--- config.mk ---
export PLATFORM = sky130hd
export DESIGN_NAME = pla_eval_sched
export DESIGN_NICKNAME = d
export VERILOG_FILES = /design/src/rtl/pla_eval_sched.sv
export SDC_FILE = /design/constraint.sdc
export NUM_CORES = 1
export LEC_CHECK = 0
export BUFFER_PORTS_ARGS = -buffer_cell sky130_fd_sc_hd__buf_2
export CORE_ASPECT_RATIO = 0.8
export CORE_MARGIN = 8
export CORE_UTILIZATION = 45
export CTS_BUF_LIST = sky130_fd_sc_hd__clkbuf_8
export DETAILED_ROUTE_END_ITERATION = 6
export PLACE_DENSITY = 0.78
export SETUP_SLACK_MARGIN = 0.05
export SLEW_MARGIN = 15
export SYNTH_ARGS = -nofsm -noshare
export SYNTH_HDL_FRONTEND = slang
export SYNTH_SLANG_ARGS = --single-unit
--- constraint.sdc ---
create_clock -name clk -period 3.3 [get_ports clk]
set_input_delay 0.33 -clock clk [delete_from_list [all_inputs] [get_ports clk]]
set_output_delay 0.33 -clock clk [all_outputs]
set_load 0.02 [all_outputs]
--- src/rtl/pla_eval_sched.sv ---
// pla_eval_sched: schedules two requesters onto one shared combinational PLA.
// A granted vector is registered onto eval_in, held for SETTLE_CYCLES edges,
// and the PLA output is then captured and presented on the response port.
// Optional feature macro: PLA_EVAL_TOGGLE_CNT_EN adds the toggle_cnt output,
// a saturating count of bits that change between successive captured results.
//
// state  | meaning
// IDLE   | waiting for a request, arbitrating round-robin
// SETTLE | eval_in driven, counting down until the PLA output is stable
// RESP   | captured result presented until the consumer accepts it
module pla_eval_sched #(
   parameter int W             = 14,
   parameter int SETTLE_CYCLES = 1
) (
   input  logic         clk,
   input  logic         rst,
   input  logic         req0_valid,
   input  logic [W-1:0] req0_vec,
   output logic         req0_ready,
   input  logic         req1_valid,
   input  logic [W-1:0] req1_vec,
   output logic         req1_ready,
   output logic [W-1:0] eval_in,
   input  logic [W-1:0] eval_out,
   output logic         rsp_valid,
   output logic         rsp_id,
   output logic [W-1:0] rsp_data,
   input  logic         rsp_ready,
   output logic         busy
`ifdef PLA_EVAL_TOGGLE_CNT_EN
   ,
   output logic [15:0]  toggle_cnt
`endif
);

   localparam logic [1:0] ST_IDLE   = 2'd0;
   localparam logic [1:0] ST_SETTLE = 2'd1;
   localparam logic [1:0] ST_RESP   = 2'd2;

   logic [1:0]   state_q, state_d;
   logic [3:0]   cnt_q, cnt_d;
   logic [W-1:0] eval_in_q, eval_in_d;
   logic [W-1:0] rsp_data_q, rsp_data_d;
   logic         rsp_id_q, rsp_id_d;
   logic         last_q, last_d;
   logic         grant;
   logic         accept;

   // Round-robin grant: on contention the requester not served last wins.
   always_comb begin
      grant = 1'b0;
      if (req0_valid && req1_valid) begin
         grant = ~last_q;
      end else if (req1_valid) begin
         grant = 1'b1;
      end
      req0_ready = (state_q == ST_IDLE) && !rst && req0_valid && !grant;
      req1_ready = (state_q == ST_IDLE) && !rst && req1_valid && grant;
      accept     = req0_ready || req1_ready;
   end

   // Next-state and datapath; the settle timer is a down-counter whose
   // terminal count (1) marks the capture edge.
   always_comb begin
      state_d    = state_q;
      cnt_d      = cnt_q;
      eval_in_d  = eval_in_q;
      rsp_data_d = rsp_data_q;
      rsp_id_d   = rsp_id_q;
      last_d     = last_q;
      case (state_q)
         ST_IDLE: begin
            if (accept) begin
               eval_in_d = grant ? req1_vec : req0_vec;
               rsp_id_d  = grant;
               last_d    = grant;
               cnt_d     = 4'(SETTLE_CYCLES);
               state_d   = ST_SETTLE;
            end
         end
         ST_SETTLE: begin
            cnt_d = cnt_q - 4'd1;
            if (cnt_q == 4'd1) begin
               rsp_data_d = eval_out;
               state_d    = ST_RESP;
            end
         end
         ST_RESP: begin
            if (rsp_ready) begin
               state_d = ST_IDLE;
            end
         end
         default: begin
            state_d = ST_IDLE;
         end
      endcase
   end

   // State registers with synchronous reset; last-served resets to 1 so
   // requester 0 wins the first contention.
   always_ff @(posedge clk) begin
      if (rst) begin
         state_q    <= ST_IDLE;
         cnt_q      <= 4'd0;
         eval_in_q  <= '0;
         rsp_data_q <= '0;
         rsp_id_q   <= 1'b0;
         last_q     <= 1'b1;
      end else begin
         state_q    <= state_d;
         cnt_q      <= cnt_d;
         eval_in_q  <= eval_in_d;
         rsp_data_q <= rsp_data_d;
         rsp_id_q   <= rsp_id_d;
         last_q     <= last_d;
      end
   end

`ifdef PLA_EVAL_TOGGLE_CNT_EN
   logic [15:0] toggle_q, toggle_d;
   logic [15:0] pop;
   logic [16:0] sum;
   logic [W-1:0] diff;

   // Saturating accumulate of bit flips between the old and new captured result.
   always_comb begin
      diff = eval_out ^ rsp_data_q;
      pop  = '0;
      for (int i = 0; i < W; i++) begin
         pop = pop + 16'(diff[i]);
      end
      sum      = {1'b0, toggle_q} + {1'b0, pop};
      toggle_d = toggle_q;
      if (state_q == ST_SETTLE && cnt_q == 4'd1) begin
         toggle_d = sum[16] ? 16'hFFFF : sum[15:0];
      end
   end

   // Toggle counter register.
   always_ff @(posedge clk) begin
      if (rst) begin
         toggle_q <= '0;
      end else begin
         toggle_q <= toggle_d;
      end
   end

   assign toggle_cnt = toggle_q;
`endif

   assign eval_in   = eval_in_q;
   assign rsp_data  = rsp_data_q;
   assign rsp_id    = rsp_id_q;
   assign rsp_valid = (state_q == ST_RESP);
   assign busy      = (state_q != ST_IDLE);

endmodule

==> results.md, run 1 <==
- For this run, design rule violations remaining after detail routing come to 0.
- The register bit count reported by yosys is 36.
- The final layout contains routed wiring with a total length of between 4000 and 5000 µm.
- The post-synth net total is 224.
- The cell count after synthesis is ~180.
- The die outline height is between 70 and 80 µm.
- The share of total power dissipated in combinational logic is about a third.
- Detailed placement finished with a half-perimeter wire length of around 3100 µm.
- The final antenna-violating net count is 0.
- The number of placed instances, taps included, is roughly 280.
- Clock-pin slew was measured on the worst setup and hold paths at 0.07 ns.
- The number of DRC violations after detailed-routing iteration 0 is between 80 and 90.
- The maximum vdd ir drop is between 300 and 400 µV.
- The number of setup buffers added after CTS is 0.
- The part of the Yosys area used for sequential elements is between 40% and 50%.
- The reported net switching power is 0.4877 mW.
- The clock network burns around 24% of the power.
- The initialized floorplan defines 19 standard-cell rows.
- In this run, CTS created clock tree buffers numbering 5.
- The hold violation count in the final report was 0.
- The maximum level of the CTS H-tree is 2.
- The die covers 5912 µm².
- Setup repair after global routing left no endpoint under its margin.
- The count of final setup violators is 0.
- The total area inside the core boundary comes to 3495 µm².
- The TritonCTS clock tree is built.
- The leakage power is 0.9825 nW.
- Summing the areas of all xor and xnor instances in the mapped netlist gives 0% of the synthesized area.
- The total track usage is between 10 and 15%.
- The count of input and output buffers is 79.
- The final worst clock skew is between 0.002 and 0.003 ns.
- The run finished with clean final reports.
- STA puts the critical path data arrival time at ~1.6 ns.
- After detailed placement, the total cell area comes to approximately 2000 µm².
- The startpoint type of the worst setup path is an input pin.
- The tool flagged a number of max-cap violations equal to 0.
- The per-instance average area after synthesis is roughly 9.5 µm².
- For this configuration, the core starts out at a cell density of 47.62%.
- The final estimated routing congestion in global placement is about 0.73.
- The design draws roughly 1.4 mW.
- By area, the combinational part of the netlist is dominated by multiplexers.
- The area fraction in and, or, nand and nor cells after synthesis is ~16%.
- Of the total power, the share spent switching nets is a little over a third.
- For the worst-skew pair, the clock arrives at the later sink with an insertion delay of approximately 0.28 ns.
- Multiplexer cells account for between 10% and 20% of the synthesized area.
- Detailed routing inserted a total of around 1500 vias.
- At the pin with the least slew margin, the transition time is 1.008 ns.
- The worst setup path is of the in2out kind.
- The final instance area is 2133 µm².
- The final period demand of the worst path is a little under 2 ns.
- Measured in cells, the most critical reg-to-reg path has a length of 4.
- The growth of design area from synthesis to finish is 28.20%.
- The path with the worst hold slack has its endpoint at rsp_data[11]$_SDFFE_PP0P_.
- The number of cells upsized or downsized after cts is 0.
- The critical register-to-register path startpoint is cnt_q[0]$_SDFFE_PP0P_.
- Data on the critical path is required at its endpoint by ~3 ns.
- In the final layout, the share of cells above drive strength 1 is about 37%.
- The number of antenna violations at the first check in global routing is 0.
- Sequential cells account for between 40 and 50% of the total power.
- The number of buffers on the longest clock path is 2.
- The via count of the first global-routing pass is 1501.
- The post-synthesis compound-gate area fraction is between 10% and 20%.
- STA classifies the critical path endpoint as an output pin.
- Using the TritonRoute via totals, the vias-per-cell ratio works out to 5.124.
- The setup check on the worst reg-to-reg path leaves a slack of between 1.5 and 2 ns.
- Power spread over the standard cell area amounts to around 640 nW/µm².
- The worst hold path begins at eval_out[11].
- The number of different library cells used by synthesis comes to 29.
- After clock tree synthesis, the flow added hold-fix buffers numbering 0.
- Entering global routing, the biggest net connects 38 pins.
- The internal cell power is around 0.87 mW.
- The die width is around 84 µm.
- In the final routed layout, each cell accounts on average for around 14 µm.
- The count of yosys warnings during synthesis is 0.
- In this run the worst path has a maximum fanout of 37.
- The repair_antennas step left the layout with diodes totalling 0.
- Of the total synthesized cell area, the portion taken by full adders, half adders and majority gates is roughly 1.5%.
- The number of max-slew violations in the final report is 0.
- The global-route wire length before repair is a little under 7000 µm.
- Along the worst hold path, the cell count comes to 3.
- The mapped netlist covers approximately 1700 µm².
- The setup TNS is 0 ns.
- The global route total overflow is 0.
- The first detailed-routing pass ran for 4 iterations.
- The number of standard cells in the final layout excluding fillers is between 200 and 300.
- In this run the clock root is driven by a clkbuf_8.
- The number of nets in the layout is 298.
- The number of I/O pins is 80.
- The min-delay analysis places its worst path in the category in2reg.
- The worst-case headroom to the max-slew limit is 32.50%.
- The highest achievable clock rate is 515.0 MHz.
- The final period utilization is between 50% and 60%.
- The total clock sinks is 36.
- The worst register-to-register path ends at rsp_data[4]$_SDFFE_PP0P_.
## worst max-delay path, cell delays in order
cell	delay, ns
buf_2	0.28
or3_1	0.55
nor3b_1	0.24
buf_2	0.20
## worst max-delay path by stage
stage / start / end / slack [ns] / cells after the start
finish: rst / req0_ready / 1.36 / 4
global route: rst / req0_ready / 1.27 / 4
CTS: rst / req0_ready / 1.31 / 4
detailed placement: rst / req0_ready / 1.31 / 4
global placement: rst / req0_ready / 1.39 / 4
floorplan: rst / req0_ready / 1.55 / 4
## final cells by class
| class | instances | area (µm²) |
|---|---|---|
| Clock buffer | 7 | 96.34 |
| Fill cell | 332 | 1361 |
| Tap cell | 42 | 52.55 |
| Inverter | 5 | 18.77 |
| Sequential cell | 36 | 720.7 |
| Multi-Input combinational cell | 120 | 834.6 |
| Timing Repair Buffer | 81 | 410.4 |
## routing by layer
metal	wire, µm	vias up	global-route usage (%)	share of wire, %
met5	0	-	0	0
met2	1869	41	21.90	46
li1	-	761	-	-
met4	26	0	4.015	0.65
met1	1875	684	16.00	47
met3	251	5	5.446	6.2
## cell usage in the layout (no fill, tap or decap)
master	count
nor3b_2	1
o211ai_1	1
ha_1	2
o21ai_0	16
clkbuf_8	7
nor2_1	4
buf_4	2
a22oi_1	1
a21oi_1	19
dfxtp_1	36
nor2_8	1
inv_1	5
a221o_1	1
nor3_1	1
nor2b_1	3
a21boi_2	1
o21a_1	3
or3b_2	1
mux2i_1	28
nor3b_1	1
buf_2	79
o32ai_1	1
a211oi_1	2
nand2_1	2
nand3_1	14
or3_1	1
nand2b_1	16
## sequential cells by signal (all words and copies together) (netlist names)
name      flops
rsp_id        1
rsp_data     14
last_q        1
cnt_q         4
state_q       2
eval_in      14
## synthesized netlist by cell type (all sizes together)
cell type	instances	area (µm²)
nor2	5	35.03
buf	9	75.07
o32ai	1	8.760
dfxtp	36	720.7
o211ai	1	7.510
nand2	2	7.510
nor2b	3	18.77
nor3b	2	20.02
nand3	14	70.07
nor3	1	5.000
clkbuf	5	18.77
o21a	3	22.52
a21oi	19	95.09
a211oi	2	15.01
inv	5	18.77
a22oi	1	7.510
a21boi	1	7.510
or3	1	6.260
ha	2	25.02
or3b	1	8.760
o21ai	16	80.08
a221o	1	10.01
nand2b	16	100.1
mux2i	28	280.3
## power groups by stage
stage,clock network [mW],logic (mW),registers [mW]
global route,0.358,0.523,0.571
CTS,0.335,0.480,0.560
floorplan,0,0.289,0.628
finish,0.330,0.472,0.560
detailed placement,0,0.479,0.568
global placement,0,0.469,0.567
## metrics by stage
| stage | hold WS (ns) | utilization, % | worst slack (ns) |
|---|---|---|---|
| after global routing | 0.2880 | 61.05 | 1.269 |
| after detailed placement | 0.4642 | 58.29 | 1.312 |
| after global placement | 0.4550 | 58.29 | 1.388 |
| after floorplan | 0.4756 | - | 1.548 |
| after CTS | 0.2916 | 61.05 | 1.314 |
| final | 0.2929 | 61.05 | 1.358 |
## logic make-up (layout without fill, tap and decap cells)
family	after synthesis	count (layout)
flops	36	36
buf+inv	19	93
compound gates	45	45
simple gates	45	45
fa+ha+maj	2	2
mux	28	28
Note: power is estimated with default switching activity, not from simulation.
==> inputs of run 2 (changes only) <==
- ABC_AREA: default -> 1
- clock period: 3.3 -> 1.9 ns (I/O delays scaled with it)
==> results.md, run 2 <==
- The first global-routing pass estimated ~7000 µm of wire.
- The number of cells after detailed placement is approximately 360.
- The area used by multi-input combinational logic is 774.5 µm².
- The synthesized design spends more area on one cell type than any other, namely dfxtp_1.
- Before antenna repair, the detailed router went through 4 iterations.
- No sink is reached through more buffers than the 2 on the longest clock path.
- The number of standard cells in the final layout excluding fillers is between 300 and 400.
- Setup violations remaining at the end of the flow were counted as 0.
- The most repeated cell in the gate-level netlist after synthesis is nand2_1.
- The startpoint type of the worst setup path is a register.
- For this design the top-level I/O count stands at 80.
- The HPWL reported at the end of detailed placement is 3156 µm.
- The tree built by TritonCTS fans out to 36 sinks.
- The tree is rooted in a clkbuf_8.
- The worst slack at placement is just under 0.4 ns.
- Yosys mapped the design onto 25 distinct sky130hd cell types.
- The core box area is around 3700 µm².
- The die width is about 84 µm.
- At the later pin of the worst-skew pair, clock insertion delay measures between 0.2 and 0.3 ns.
- The hold violation count in the final report was 0.
- The utilization after layout is slightly above 60%.
- The finished cells cover between 2000 and 2500 µm².
- The number of max-capacitance violations reported is 0.
- The global routing met1 resource utilization is 15.93%.
- The type of the tightest min-delay check is in2reg.
- Summed over all layers, the global routing overflow is 0.
- The leakage power is 1.272 nW.
- The total track usage is ~14%.
- The post-synth net total is 289.
- The growth of design area from synthesis to finish is 33.31%.
- After detailed routing, the total wire length is 4236 µm.
- After layout, the minimum clock period comes to around 1.6 ns.
- In this design, the stage delay of the slowest critical-path cell is ~0.34 ns.
- Of the cells placed in the final design, the portion with a size suffix greater than 1 is between 30% and 40%.
- For the worst setup path, the data required time is between 1.5 and 2 ns.
- Clock-pin slew was measured on the worst setup and hold paths at 0.07 ns.
- Setup repair after global routing left no endpoint under its margin.
- Once detail routing completed, the nets flagged for antenna violations numbered 0.
- After synthesis, the cell types taking the most area are dfxtp_1, nand2_1, nor2_1, inv_1, nand3_2.
- The element type at the critical path end is an output pin.
- TritonCTS built the clock tree.
- The die covers 5944 µm².
- Walking the worst path, the cells encountered are nor2_2 > nand3_4 > inv_8 > nand2_2 > inv_1 > buf_2.
- The maximum net fanout on the critical path is 16.
- In the synthesized netlist the dominant register cell turns out to be dfxtp_1.
- Timing would allow up to 626.7 MHz.
- After filler insertion, the fill cell instance count of the layout stands at 372.
- The synthesized area is 1675 µm².
- The register bit count reported by yosys is 36.
- The net count of the finished layout is ~370.
- The count of yosys warnings during synthesis is 0.
- The cell area after placement is about 2100 µm².
- The library cell used most frequently in the layout, excluding fill and tap cells, is nand2_1.
- In the synthesized netlist, the number of instances is 240.
- The initial utilization of the core area, before any placement, comes to ~46%.
- Once routing completed, OpenROAD measured the worst setup slack at about 0.3 ns.
- The number of vias per cell after detailed routing is around 4.5.
- The routed layout has 1663 vias.
- The maximum vdd ir drop is 567.1 µV.
- Setup total negative slack on the finished layout was measured at 0 ns.
- The number of DRC violations after detailed-routing iteration 0 is just under 90.
- By count the netlist is led by nand2_1, dfxtp_1, nor2_1, inv_1, nand3_1.
- The residual DRC count is 0.
- Entering global routing, the biggest net connects 35 pins.
- The final estimated routing congestion in global placement is between 0.7 and 0.8.
- The routing usage on met3 is between 6 and 7%.
- For met2 alone, demand over resource in global routing was a little under a quarter.
- The number of antenna violations at the first check in global routing is 0.
- For this design the ratio of total power to cell area is about 1200 nW/µm².
- The worst setup path is of the reg2out kind.
- The die is between 70 and 80 µm tall.
- On the critical path, the stage with the largest delay is an instance of dfxtp_1.
- The slew at the pin closest to its max-slew limit is ~0.33 ns.
- Row generation in the floorplan step produced 20 rows.
- Summing the sequential cell areas from Yosys gives around 43% of the chip area.
- The number of max-slew violations in the final report is 0.
- The global routing stage identified its most utilized layer as met2.
- The number of antenna diodes in the final layout is 0.
- The share of synthesized flip-flops with an asynchronous set or reset is 0%.
- The number of flops mapped to enable cells by yosys is 0.
- The sequential cells in the finished layout cover a total of about 720 µm².
- The area fraction of the dominant cell type after synthesis is a little over two fifths.
- The run finished with clean final reports.
- Across the routed clock network, the largest skew measured is roughly 0.0038 ns.
- At the worst endpoint, the arrival time is roughly 1.4 ns.
- The library cells used most frequently in the layout, excluding fill and tap cells, are nand2_1, buf_2, dfxtp_1.
- The per-instance average area after synthesis is approximately 7 µm².
- The worst-case headroom to the max-slew limit is 78.25%.
- In the final routed layout, each cell accounts on average for 11.48 µm.
- The via count of the first global-routing pass is about 1600.
- The maximum level of the CTS H-tree is 2.
- The number of buffers created by CTS is 5.
- The final period utilization is a little over four fifths.
- The count of input and output buffers is 79.
==> run 2: changes by cell type in the layout (fill, tap and decap cells not counted), moves of 15 or more <==
| cell | previous run | this run |
|---|---|---|
| inv_1 | 5 | 26 |
| nand2b_1 | 16 | 0 |
| mux2i_1 | 28 | 0 |
| a21oi_1 | 19 | 4 |
| nand2_1 | 2 | 82 |
| nor2_1 | 4 | 31 |
==> run 2: metrics by stage <==
step	power (mW)	hold WS, ns
6_report	2.738	0.1188
2_1_floorplan	1.777	0.2591
3_5_place_dp	2.069	0.4224
3_3_place_gp	2.048	0.4253
4_1_cts	2.731	0.1150
5_1_grt	2.945	0.1159
==> run 2: cell type report <==
class                   instances  area share, %
multi-input cells             164          34.68
flip-flops and latches         36          32.27
repair buffers                 86          20.06
inverters                      31          5.546
clock buffers                   5          3.081
well taps                      44          2.465
clock inverters                 3          1.905
==> run 2: cell families after synthesis <==
group,share of synthesized area [%]
AND/OR/NAND/NOR,37.64
flip-flops,43.02
adder cells (fa/ha/maj),1.493
buffers and inverters,10.75
AO/OA/AOI/OAI,7.095
==> run 2: routing by layer <==
| layer | wire [µm] | part of all wire [%] |
|---|---|---|
| met1 | 1871 | 44 |
| met2 | 1927 | 45 |
| met3 | 372 | 8.8 |
| met4 | 65 | 1.5 |
| met5 | 0 | 0 |
==> run 2: critical path, delay by kind of cell, from the launching register on <==
family | cells | cell delay, ns
buf+inv | 3 | 0.37
flops | 1 | 0.34
simple gates | 3 | 0.40
==> run 2: what timing repair did <==
| item | in CTS | in global routing |
|---|---|---|
| resized for setup | 0 | 2 |
| hold buffers | 0 | 0 |
| setup buffers | 0 | 5 |
| endpoints found under the setup margin | 0 | 1 |
| endpoints found under the hold margin | 0 | 0 |
==> run 2: worst paths after layout <==
path	endpoint	slack, ns	start	cells after the start
max	req1_ready	0.30	state_q[0]$_SDFFE_PP0P_	6
min reg2reg	rsp_id$_SDFFE_PP0P_	0.47	rsp_id$_SDFFE_PP0P_	2
max reg2reg	rsp_data[3]$_SDFFE_PP0P_	0.61	cnt_q[1]$_SDFFE_PP0P_	6
min	cnt_q[3]$_SDFFE_PP0P_	0.12	rst	2
==> run 2: power breakdown <==
group	total [mW]	switching [mW]	internal, mW
Clock	0.661	0.273	0.388
Sequential	1.05	0.102	0.944
Combinational	1.03	0.660	0.370
